<file path="src/rtl/fp_product_arbiter_pkg.sv">
// ---------------------------------------------------------------------------
// fp_product_arbiter_pkg
// Shared definitions for the two-requester floating-point product arbiter:
//   - default field widths of the {sign, expo, mant} word
//   - FSM state encoding
//   - exception class codes reported on o_rsp_exc
// ---------------------------------------------------------------------------
package fp_product_arbiter_pkg;

   localparam int NB_SIGN_DEF = 1;
   localparam int NB_EXPO_DEF = 4;
   localparam int NB_MANT_DEF = 8;

   typedef enum logic [1:0] {
      ST_IDLE = 2'd0,
      ST_BUSY = 2'd1,
      ST_RESP = 2'd2
   } fsm_state_e;

   localparam logic [1:0] EXC_NORMAL = 2'b00;
   localparam logic [1:0] EXC_ZERO   = 2'b01;
   localparam logic [1:0] EXC_INF    = 2'b10;

endpackage

</file>
<file path="src/rtl/fp_product_arbiter_rr.sv">
// ---------------------------------------------------------------------------
// fp_rr_arbiter
// Two-way round-robin grant with a single priority pointer.
// Ports:
//   clk, rst_n      clock, asynchronous active-low reset (pointer -> 0)
//   en              grants allowed this cycle
//   valid0, valid1  request lines
//   grant0, grant1  one-hot (or zero) combinational grant
// On a simultaneous request the pointed requester wins; after any grant
// the pointer moves to the other requester.
// ---------------------------------------------------------------------------
module fp_rr_arbiter
   import fp_product_arbiter_pkg::*;
(
   input  logic clk,
   input  logic rst_n,
   input  logic en,
   input  logic valid0,
   input  logic valid1,
   output logic grant0,
   output logic grant1
);

   logic ptr;

   assign grant0 = en & valid0 & (~valid1 | ~ptr);
   assign grant1 = en & valid1 & (~valid0 |  ptr);

   always_ff @(posedge clk or negedge rst_n) begin
      if (!rst_n) begin
         ptr <= 1'b0;
      end else if (grant0) begin
         ptr <= 1'b1;
      end else if (grant1) begin
         ptr <= 1'b0;
      end
   end

endmodule

</file>
<file path="src/rtl/fp_product_arbiter.sv">
// ---------------------------------------------------------------------------
// fp_product_arbiter
// Shares one floating-point product unit between two requesters, with
// exactly one transaction in flight (IDLE -> BUSY -> RESP).
// Ports:
//   i_clock, i_reset_n             clock, asynchronous active-low reset
//   i_reqN_valid, i_reqN_dataA/B   requester N operand pair
//   o_reqN_ready                   grant/accept pulse (IDLE only)
//   o_mul_dataA/B                  operand register, drives the product unit
//   i_mul_data                     product unit result
//   o_rsp_valid/data/id/exc        response, held until i_rsp_ready
//   i_rsp_ready                    response consumer ready
// Optional feature: define FP_PRODUCT_ARB_EXC_EN to classify zero/inf
// operands and override the product; otherwise the captured product is
// returned unchanged and o_rsp_exc is tied to 00.
// MUL_LAT is the number of BUSY cycles (1..15).
// ---------------------------------------------------------------------------
module fp_product_arbiter
   import fp_product_arbiter_pkg::*;
#(
   parameter int NB_SIGN = NB_SIGN_DEF,
   parameter int NB_EXPO = NB_EXPO_DEF,
   parameter int NB_MANT = NB_MANT_DEF,
   parameter int NB      = NB_SIGN + NB_EXPO + NB_MANT,
   parameter int MUL_LAT = 2
) (
   input  logic          i_clock,
   input  logic          i_reset_n,
   input  logic          i_req0_valid,
   input  logic          i_req1_valid,
   input  logic [NB-1:0] i_req0_dataA,
   input  logic [NB-1:0] i_req0_dataB,
   input  logic [NB-1:0] i_req1_dataA,
   input  logic [NB-1:0] i_req1_dataB,
   output logic          o_req0_ready,
   output logic          o_req1_ready,
   output logic [NB-1:0] o_mul_dataA,
   output logic [NB-1:0] o_mul_dataB,
   input  logic [NB-1:0] i_mul_data,
   output logic          o_rsp_valid,
   output logic [NB-1:0] o_rsp_data,
   output logic          o_rsp_id,
   output logic [1:0]    o_rsp_exc,
   input  logic          i_rsp_ready
);

   localparam logic [1:0] IDLE = ST_IDLE;
   localparam logic [1:0] BUSY = ST_BUSY;
   localparam logic [1:0] RESP = ST_RESP;

   localparam logic [3:0] CNT_LOAD = 4'(MUL_LAT - 1);

   logic [1:0]    state;
   logic [3:0]    busy_cnt;
   logic          arb_en;
   logic          gnt0;
   logic          gnt1;
   logic          cap_en;

   logic [NB-1:0] opa_p1;
   logic [NB-1:0] opb_p1;
   logic          id_p1;

   logic [NB-1:0] cap_data;
   logic [NB-1:0] rsp_data_p2;
   logic          rsp_id_p2;
   logic          vld_p2;

   // Reset is folded into the enable so readies are low while reset is
   // asserted even if a requester is already presenting valid.
   assign arb_en = (state == IDLE) && i_reset_n;

   fp_rr_arbiter u_rr (
      .clk    (i_clock),
      .rst_n  (i_reset_n),
      .en     (arb_en),
      .valid0 (i_req0_valid),
      .valid1 (i_req1_valid),
      .grant0 (gnt0),
      .grant1 (gnt1)
   );

   assign o_req0_ready = gnt0;
   assign o_req1_ready = gnt1;

   // Last BUSY cycle: product unit output is sampled here.
   assign cap_en = (state == BUSY) && (busy_cnt == 4'd0);

`ifdef FP_PRODUCT_ARB_EXC_EN
   logic [1:0] cap_exc;
   logic [1:0] rsp_exc_p2;

   // Returns {exc, data}. A zero-exponent operand wins over an
   // all-ones-exponent operand.
   function automatic logic [NB+1:0] classify(input logic [NB-1:0] a,
                                               input logic [NB-1:0] b,
                                               input logic [NB-1:0] mul);
      logic sgn;
      logic zero_op;
      logic inf_op;
      sgn     = a[NB-1] ^ b[NB-1];
      zero_op = (a[NB-2 -: NB_EXPO] == '0) || (b[NB-2 -: NB_EXPO] == '0);
      inf_op  = (a[NB-2 -: NB_EXPO] == '1) || (b[NB-2 -: NB_EXPO] == '1);
      if (zero_op) begin
         classify = {EXC_ZERO, sgn, {NB_EXPO{1'b0}}, {NB_MANT{1'b0}}};
      end else if (inf_op) begin
         classify = {EXC_INF, sgn, {NB_EXPO{1'b1}}, {NB_MANT{1'b0}}};
      end else begin
         classify = {EXC_NORMAL, mul};
      end
   endfunction

   assign {cap_exc, cap_data} = classify(opa_p1, opb_p1, i_mul_data);

   always_ff @(posedge i_clock or negedge i_reset_n) begin
      if (!i_reset_n) begin
         rsp_exc_p2 <= EXC_NORMAL;
      end else if (cap_en) begin
         rsp_exc_p2 <= cap_exc;
      end
   end

   assign o_rsp_exc = rsp_exc_p2;
`else
   assign cap_data  = i_mul_data;
   assign o_rsp_exc = EXC_NORMAL;
`endif

   always_ff @(posedge i_clock or negedge i_reset_n) begin
      if (!i_reset_n) begin
         state       <= IDLE;
         busy_cnt    <= 4'd0;
         opa_p1      <= '0;
         opb_p1      <= '0;
         id_p1       <= 1'b0;
         rsp_data_p2 <= '0;
         rsp_id_p2   <= 1'b0;
      end else begin
         case (state)
            // p0 -> p1: accept the granted operand pair
            IDLE: begin
               if (gnt0 || gnt1) begin
                  opa_p1   <= gnt1 ? i_req1_dataA : i_req0_dataA;
                  opb_p1   <= gnt1 ? i_req1_dataB : i_req0_dataB;
                  id_p1    <= gnt1;
                  busy_cnt <= CNT_LOAD;
                  state    <= BUSY;
               end
            end
            // p1 -> p2: wait out the product unit, then capture
            BUSY: begin
               if (busy_cnt == 4'd0) begin
                  rsp_data_p2 <= cap_data;
                  rsp_id_p2   <= id_p1;
                  state       <= RESP;
               end else begin
                  busy_cnt <= busy_cnt - 4'd1;
               end
            end
            RESP: begin
               if (i_rsp_ready) begin
                  state <= IDLE;
               end
            end
            default: state <= IDLE;
         endcase
      end
   end

   assign vld_p2 = (state == RESP);

   assign o_mul_dataA = opa_p1;
   assign o_mul_dataB = opb_p1;
   assign o_rsp_valid = vld_p2;
   assign o_rsp_data  = rsp_data_p2;
   assign o_rsp_id    = rsp_id_p2;

endmodule

</file>
<file path="config.mk">
export PLATFORM = sky130hd
export DESIGN_NAME = fp_product_arbiter
export DESIGN_NICKNAME = d
export VERILOG_FILES = /design/src/rtl/fp_product_arbiter_pkg.sv /design/src/rtl/fp_product_arbiter_rr.sv /design/src/rtl/fp_product_arbiter.sv
export SDC_FILE = /design/constraint.sdc
export NUM_CORES = 1
export LEC_CHECK = 0
export ABC_CLOCK_PERIOD_IN_PS = 4500
export CAP_MARGIN = 10
export CORE_ASPECT_RATIO = 1.25
export CORE_MARGIN = 3
export CORE_UTILIZATION = 35
export CTS_CLUSTER_DIAMETER = 40
export CTS_CLUSTER_SIZE = 40
export DETAILED_ROUTE_END_ITERATION = 8
export HOLD_SLACK_MARGIN = 0.12
export PLACE_DENSITY = 0.7
export SLEW_MARGIN = 10
export SYNTH_ARGS = -nofsm -noshare
export SYNTH_HDL_FRONTEND = slang
export SYNTH_SLANG_ARGS = --single-unit
</file>
<file path="constraint.sdc">
create_clock -name i_clock -period 4.5 [get_ports i_clock]
set_input_delay 1.125 -clock i_clock [delete_from_list [all_inputs] [get_ports i_clock]]
set_output_delay 1.125 -clock i_clock [all_outputs]
set_load 0.01 [all_outputs]
</file>
# After elaboration in Yosys (flattened, before gate mapping)
# Cells that the tools add are included.
# Widths: inputs -> output; s select.
# classes
n_addsub,1
reduce_logical,10
muxes,11
bitwise_logic,9
eq_ne,6
# ops
op,n
$mux 13,2
$mux 4,2
$pmux 4 s2,1
$mux 2,3
$ne 2x1->1 const B,3
$pmux 2 s3,1
$reduce_and 3->1,2
$and 1x1->1,4
$logic_not 4->1,1
$reduce_and 2->1,2
$reduce_bool 2->1,2
$sub 4x1->4 const B,1
$not 1->1,3
$eq 2x1->1 const B,1
$eq 2x2->1 const B,1
$logic_not 2->1,1
$mux 1,2
$ne 2x2->1 const B,1
$or 1x1->1,2
$logic_and 1x1->1,1
$logic_or 1x1->1,1
# totals
out_inout_bits,45
register_bits,48
inputBits,70

# Depth between registers and ports, before layout
# depth
ltp_word,7
mapped_depth,6
ltp_nobuf,5

# Cells and area by module
# A second synthesis with hierarchy kept.
# hier_totals
cells_unflattened,195
hier_area_um2,2254.7
# modules_own_cells
module,seq_area_each_um2,area_per_inst_um2,n_inst,cells_each
fp_product_arbiter,1176.1,2193.4,1,187
fp_rr_arbiter,25.0,61.3,1,8

# Least setup slack after synthesis
# Ideal clock, no wire load.
# synth_timing
path_kind,input port to output port
startpoint,input port i_reset_n
endpoint,output port o_req0_ready
setup_slack_ns,1.661
n_path_buf,0
required_time_ns,3.375
arrival_time_ns,1.714
path_stages,2
cell_sequence,nor3b_2 and3_1
# synth_via
elab_chain_len,3
# synth_rtl
element,line_no,rtl
start: declaration,fp_product_arbiter.sv:28,"input logic i_reset_n,"
$logic_and 1x1->1,fp_product_arbiter.sv:71,assign arb_en = (state == IDLE) && i_reset_n;
$and 1x1->1 (2 in a row),fp_product_arbiter_rr.sv:26,assign grant0 = en & valid0 & (~valid1 | ~ptr);
end: declaration,fp_product_arbiter.sv:35,"output logic o_req0_ready,"
# Every way passes these cells.

# Final worst setup path
# layout_timing
startpoint,input port i_req0_valid
endpoint,output port o_req1_ready
# layout_via
elab_chain_len,3
# layout_rtl
element,line_no,rtl
start: declaration,fp_product_arbiter.sv:29,"input logic i_req0_valid,"
$not 1->1,fp_product_arbiter_rr.sv:27,assign grant1 = en & valid1 & (~valid0 | ptr);
$or 1x1->1,fp_product_arbiter_rr.sv:27,
$and 1x1->1,fp_product_arbiter_rr.sv:27,
end: declaration,fp_product_arbiter.sv:36,"output logic o_req1_ready,"
# Every way passes these cells.

==> impl_metrics.csv <==
group,metric,value,unit
run_status,outcome,"finished, final reports clean",
power,clock_power_share,11.5,%
critical_path,cp_num_buf_inv,3,
grt,antenna_found_initial,0,
die,dieHeight,99.4,um
grt,grt_start_max_net_pins,53,
critical_path,crit_slowest_cell,"clkdlybuf4s50_1",
grt,grt_util_all_layers,18.6,%
timing,period_share,79.7,%
grt,overflow,0,
drt,met3WireLength,375,um
timing,max_freq,279,MHz
placed_design,placed_area,0.00356,mm2
critical_path,end_kind,"output pin",
power,p_total,0.00214,W
critical_path,cp.arrival,2.46,ns
drt,drtIter0Drc,91,
clock_tree,hold_buffers,0,
clock_tree,cts_max_level,2,
timing,fin_worst_skew,0.00305,ns
power,peakVddDrop,0.234,mV
critical_path,crit_required,3.38,ns
die,die_width,80.7,um
finish,design_area,0.00364,mm2
synthesis,yosys_register_bits,48,
critical_path,path_max_fanout,5,
drt,drtPass1Iterations,4,
critical_path,crit_family,"buffers and inverters",
timing,tightest_slew,1.20,ns
die,dieArea,0.00803,mm2
synthesis,synth.cell_area,0.00244,mm2
timing,slew_headroom,19.4,%
finish,nets,403,
critical_path,crit_chain,"clkdlybuf4s50_1 -> nand2b_1 -> nand3_1 -> inv_1 -> clkdlybuf4s50_1",
synthesis,syn_area_per_cell,10.4,um2
timing,setup_viol,0,
clock_tree,cts_buffers,5,
drt,routedWlPerCell,17.2,um
drt,met1Wirelength,3030,um
grt,grt_pass1_vias,2195,
flow_run,max-cap-violations,0,
timing,fin_setup_tns,0,ns
die,start_util,36.8,%
worst_hold_path,holdPathStages,1,
clock_tree,path_clk_slew,0.08,ns
clock_tree,post_cts_resized,0,
timing,hold_violations,0,
finish,diodes,0,
finish,nFillCells,607,
drt,routed-wl-met2,3710,um
timing,layout_min_cycle_time,3.59,ns
worst_hold_path,hp-class,"register to register",
clock_tree,cts-root-buf,"clkbuf_8",
placed_design,dp_hpwl,4820,um
timing,finalMaxSlewViolations,0,
grt,grt_pass1_wl,11600,um
power,power_switching,0.000803,W
drt,finalWirelength,7220,um
finish,drive_gt1_share,6.33,%
critical_path,crit_cells,5,
power,p_int,0.00134,W
clock_tree,cts_tree,"yes",
clock_tree,cts_setup_buffers,0,
clock_tree,cts_buffer_depth,2,
placed_design,dp_cells,412,
placed_design,io_buffers,112,
power,leakage,1.39,nW
drt,drcViolationCount,0,
die,io_pins,115,
synthesis,ys_types,37,
drt,top_layer_used,"met4",
synthesis,dominantRegCellSynth,"dfrtp_1",
synthesis,synth-edff-count,0,
critical_path,worst_path_most_repeated_cell,"clkdlybuf4s50_1",
drt,dr_total_vias,2309,
synthesis,async_flop_share,100,%
timing,grt_setup_unrepaired,"no",
power,p_sw_share,37.5,%
synthesis,yosys_warnings,0,
power,comb_power_share,52.2,%
die,core_area,0.00665,mm2
clock_tree,cts_sinks,48,
critical_path,max_stage_delay,0.53,ns
clock_tree,clk_latency,0.30,ns
finish,stdcell_count,419,
drt,final_antenna_net_count,0,
power,power.density,589,mW/mm2
critical_path,r2r_cells,3,
critical_path,critical_path.startpoint_type,"primary input",
finish,synthToLayoutAreaGrowth,48.8,%
power,seq_power_share,36.3,%
synthesis,seq_area_frac_synth,49.2,%
critical_path,crit_type,"primary input to output pin",
placed_design,routabilityCongestion,0.711,
synthesis,syn_inst,235,
drt,viasPerCell,5.51,
die,rows,33,
==> routing by layer <==
layer	up-vias	track usage, %
met1	1132	24.4
met2	77	31.0
met5	-	0
met3	8	3.35
li1	1092	-
met4	0	5.85
==> cell type report <==
type | count | area (um2) | share of cell area (%)
repair buffers | 116 | 1150 | 31.5
clock buffers | 6 | 72.6 | 2.00
clock inverters | 1 | 5.00 | 0.138
well taps | 87 | 109 | 2.99
flip-flops and latches | 48 | 1200 | 33.0
multi-input cells | 153 | 1070 | 29.5
inverters | 8 | 30.0 | 0.826
==> sequential cells by signal (all words and copies together), names as in the netlist <==
register,count
u_rr.ptr,1
state,2
busy_cnt,4
o_rsp_id,1
o_rsp_data,13
o_mul_dataA,13
id_p1,1
o_mul_dataB,13
==> path summary, 6_finish.rpt <==
path	slack, ns	endpoint	startpoint
setup / recovery	0.91	o_req1_ready	i_req0_valid
hold / removal	0.50	o_rsp_data[0]$_DFFE_PN0P_	o_rsp_data[0]$_DFFE_PN0P_
setup reg to reg	2.72	o_mul_dataA[4]$_DFFE_PN0P_	state[1]$_DFFE_PN0P_
hold reg to reg	0.50	o_rsp_data[0]$_DFFE_PN0P_	o_rsp_data[0]$_DFFE_PN0P_
max in group asynchronous	3.15	o_mul_dataA[2]$_DFFE_PN0P_	i_reset_n
min in group asynchronous	0.95	busy_cnt[2]$_DFFE_PN0P_	i_reset_n
==> Yosys cell counts (2+ instances only) <==
master    instances  area (um2)
buf_2            14        70.1
nand4_1          26         163
clkbuf_1          7        26.3
nand2b_1          3        18.8
inv_1             7        26.3
o31ai_1          26         195
a31oi_1          27         169
buf_6             3        33.8
nor3b_2           2        25.0
o21ai_1           2        10.0
nand3_1           2        10.0
nand2_1           2        7.51
a21oi_1          27         135
dfrtp_1          48        1200
mux2_1           14         158
buf_4             3        22.5
o21ai_0           2        10.0
==> cell usage in the layout, fill, tap and decap left out, types with 3 or more instances in the layout <==
cell,instances
a21oi_1,27
a31oi_1,27
buf_4,4
clkbuf_8,5
clkdlybuf4s50_1,111
dfrtp_1,48
inv_1,7
mux2_1,14
nand2b_1,3
nand4_1,26
o31ai_1,26
==> logic make-up after synthesis <==
kind of cell    Yosys count  synth area share [%]
flops                    48                  49.2
buf+inv                  35                  7.48
mux                      15                  6.91
simple gates             46                  12.9
compound gates           89                  22.9
fa+ha+maj                 1                 0.512
other cells               1                 0.153
==> power groups by stage <==
stage          registers [W]  clock network (W)  logic (W)
6_report            0.000778           0.000246    0.00112
5_1_grt             0.000808           0.000272    0.00122
4_1_cts             0.000778           0.000255    0.00113
3_5_place_dp        0.000785                  0    0.00113
3_3_place_gp        0.000780                  0    0.00111
2_1_floorplan       0.000854                  0   0.000511
==> metrics by stage <==
step | hold WS [ns] | setup WS [ns] | utilization (%)
final | 0.499 | 0.914 | 54.7
after floorplan | 0.458 | 1.66 | -
after CTS | 0.504 | 0.905 | 54.7
after detailed placement | 0.484 | 0.914 | 53.5
after global routing | 0.513 | 0.851 | 54.7
after global placement | 0.473 | 0.934 | 53.5
(Power assumes the default switching activity.)
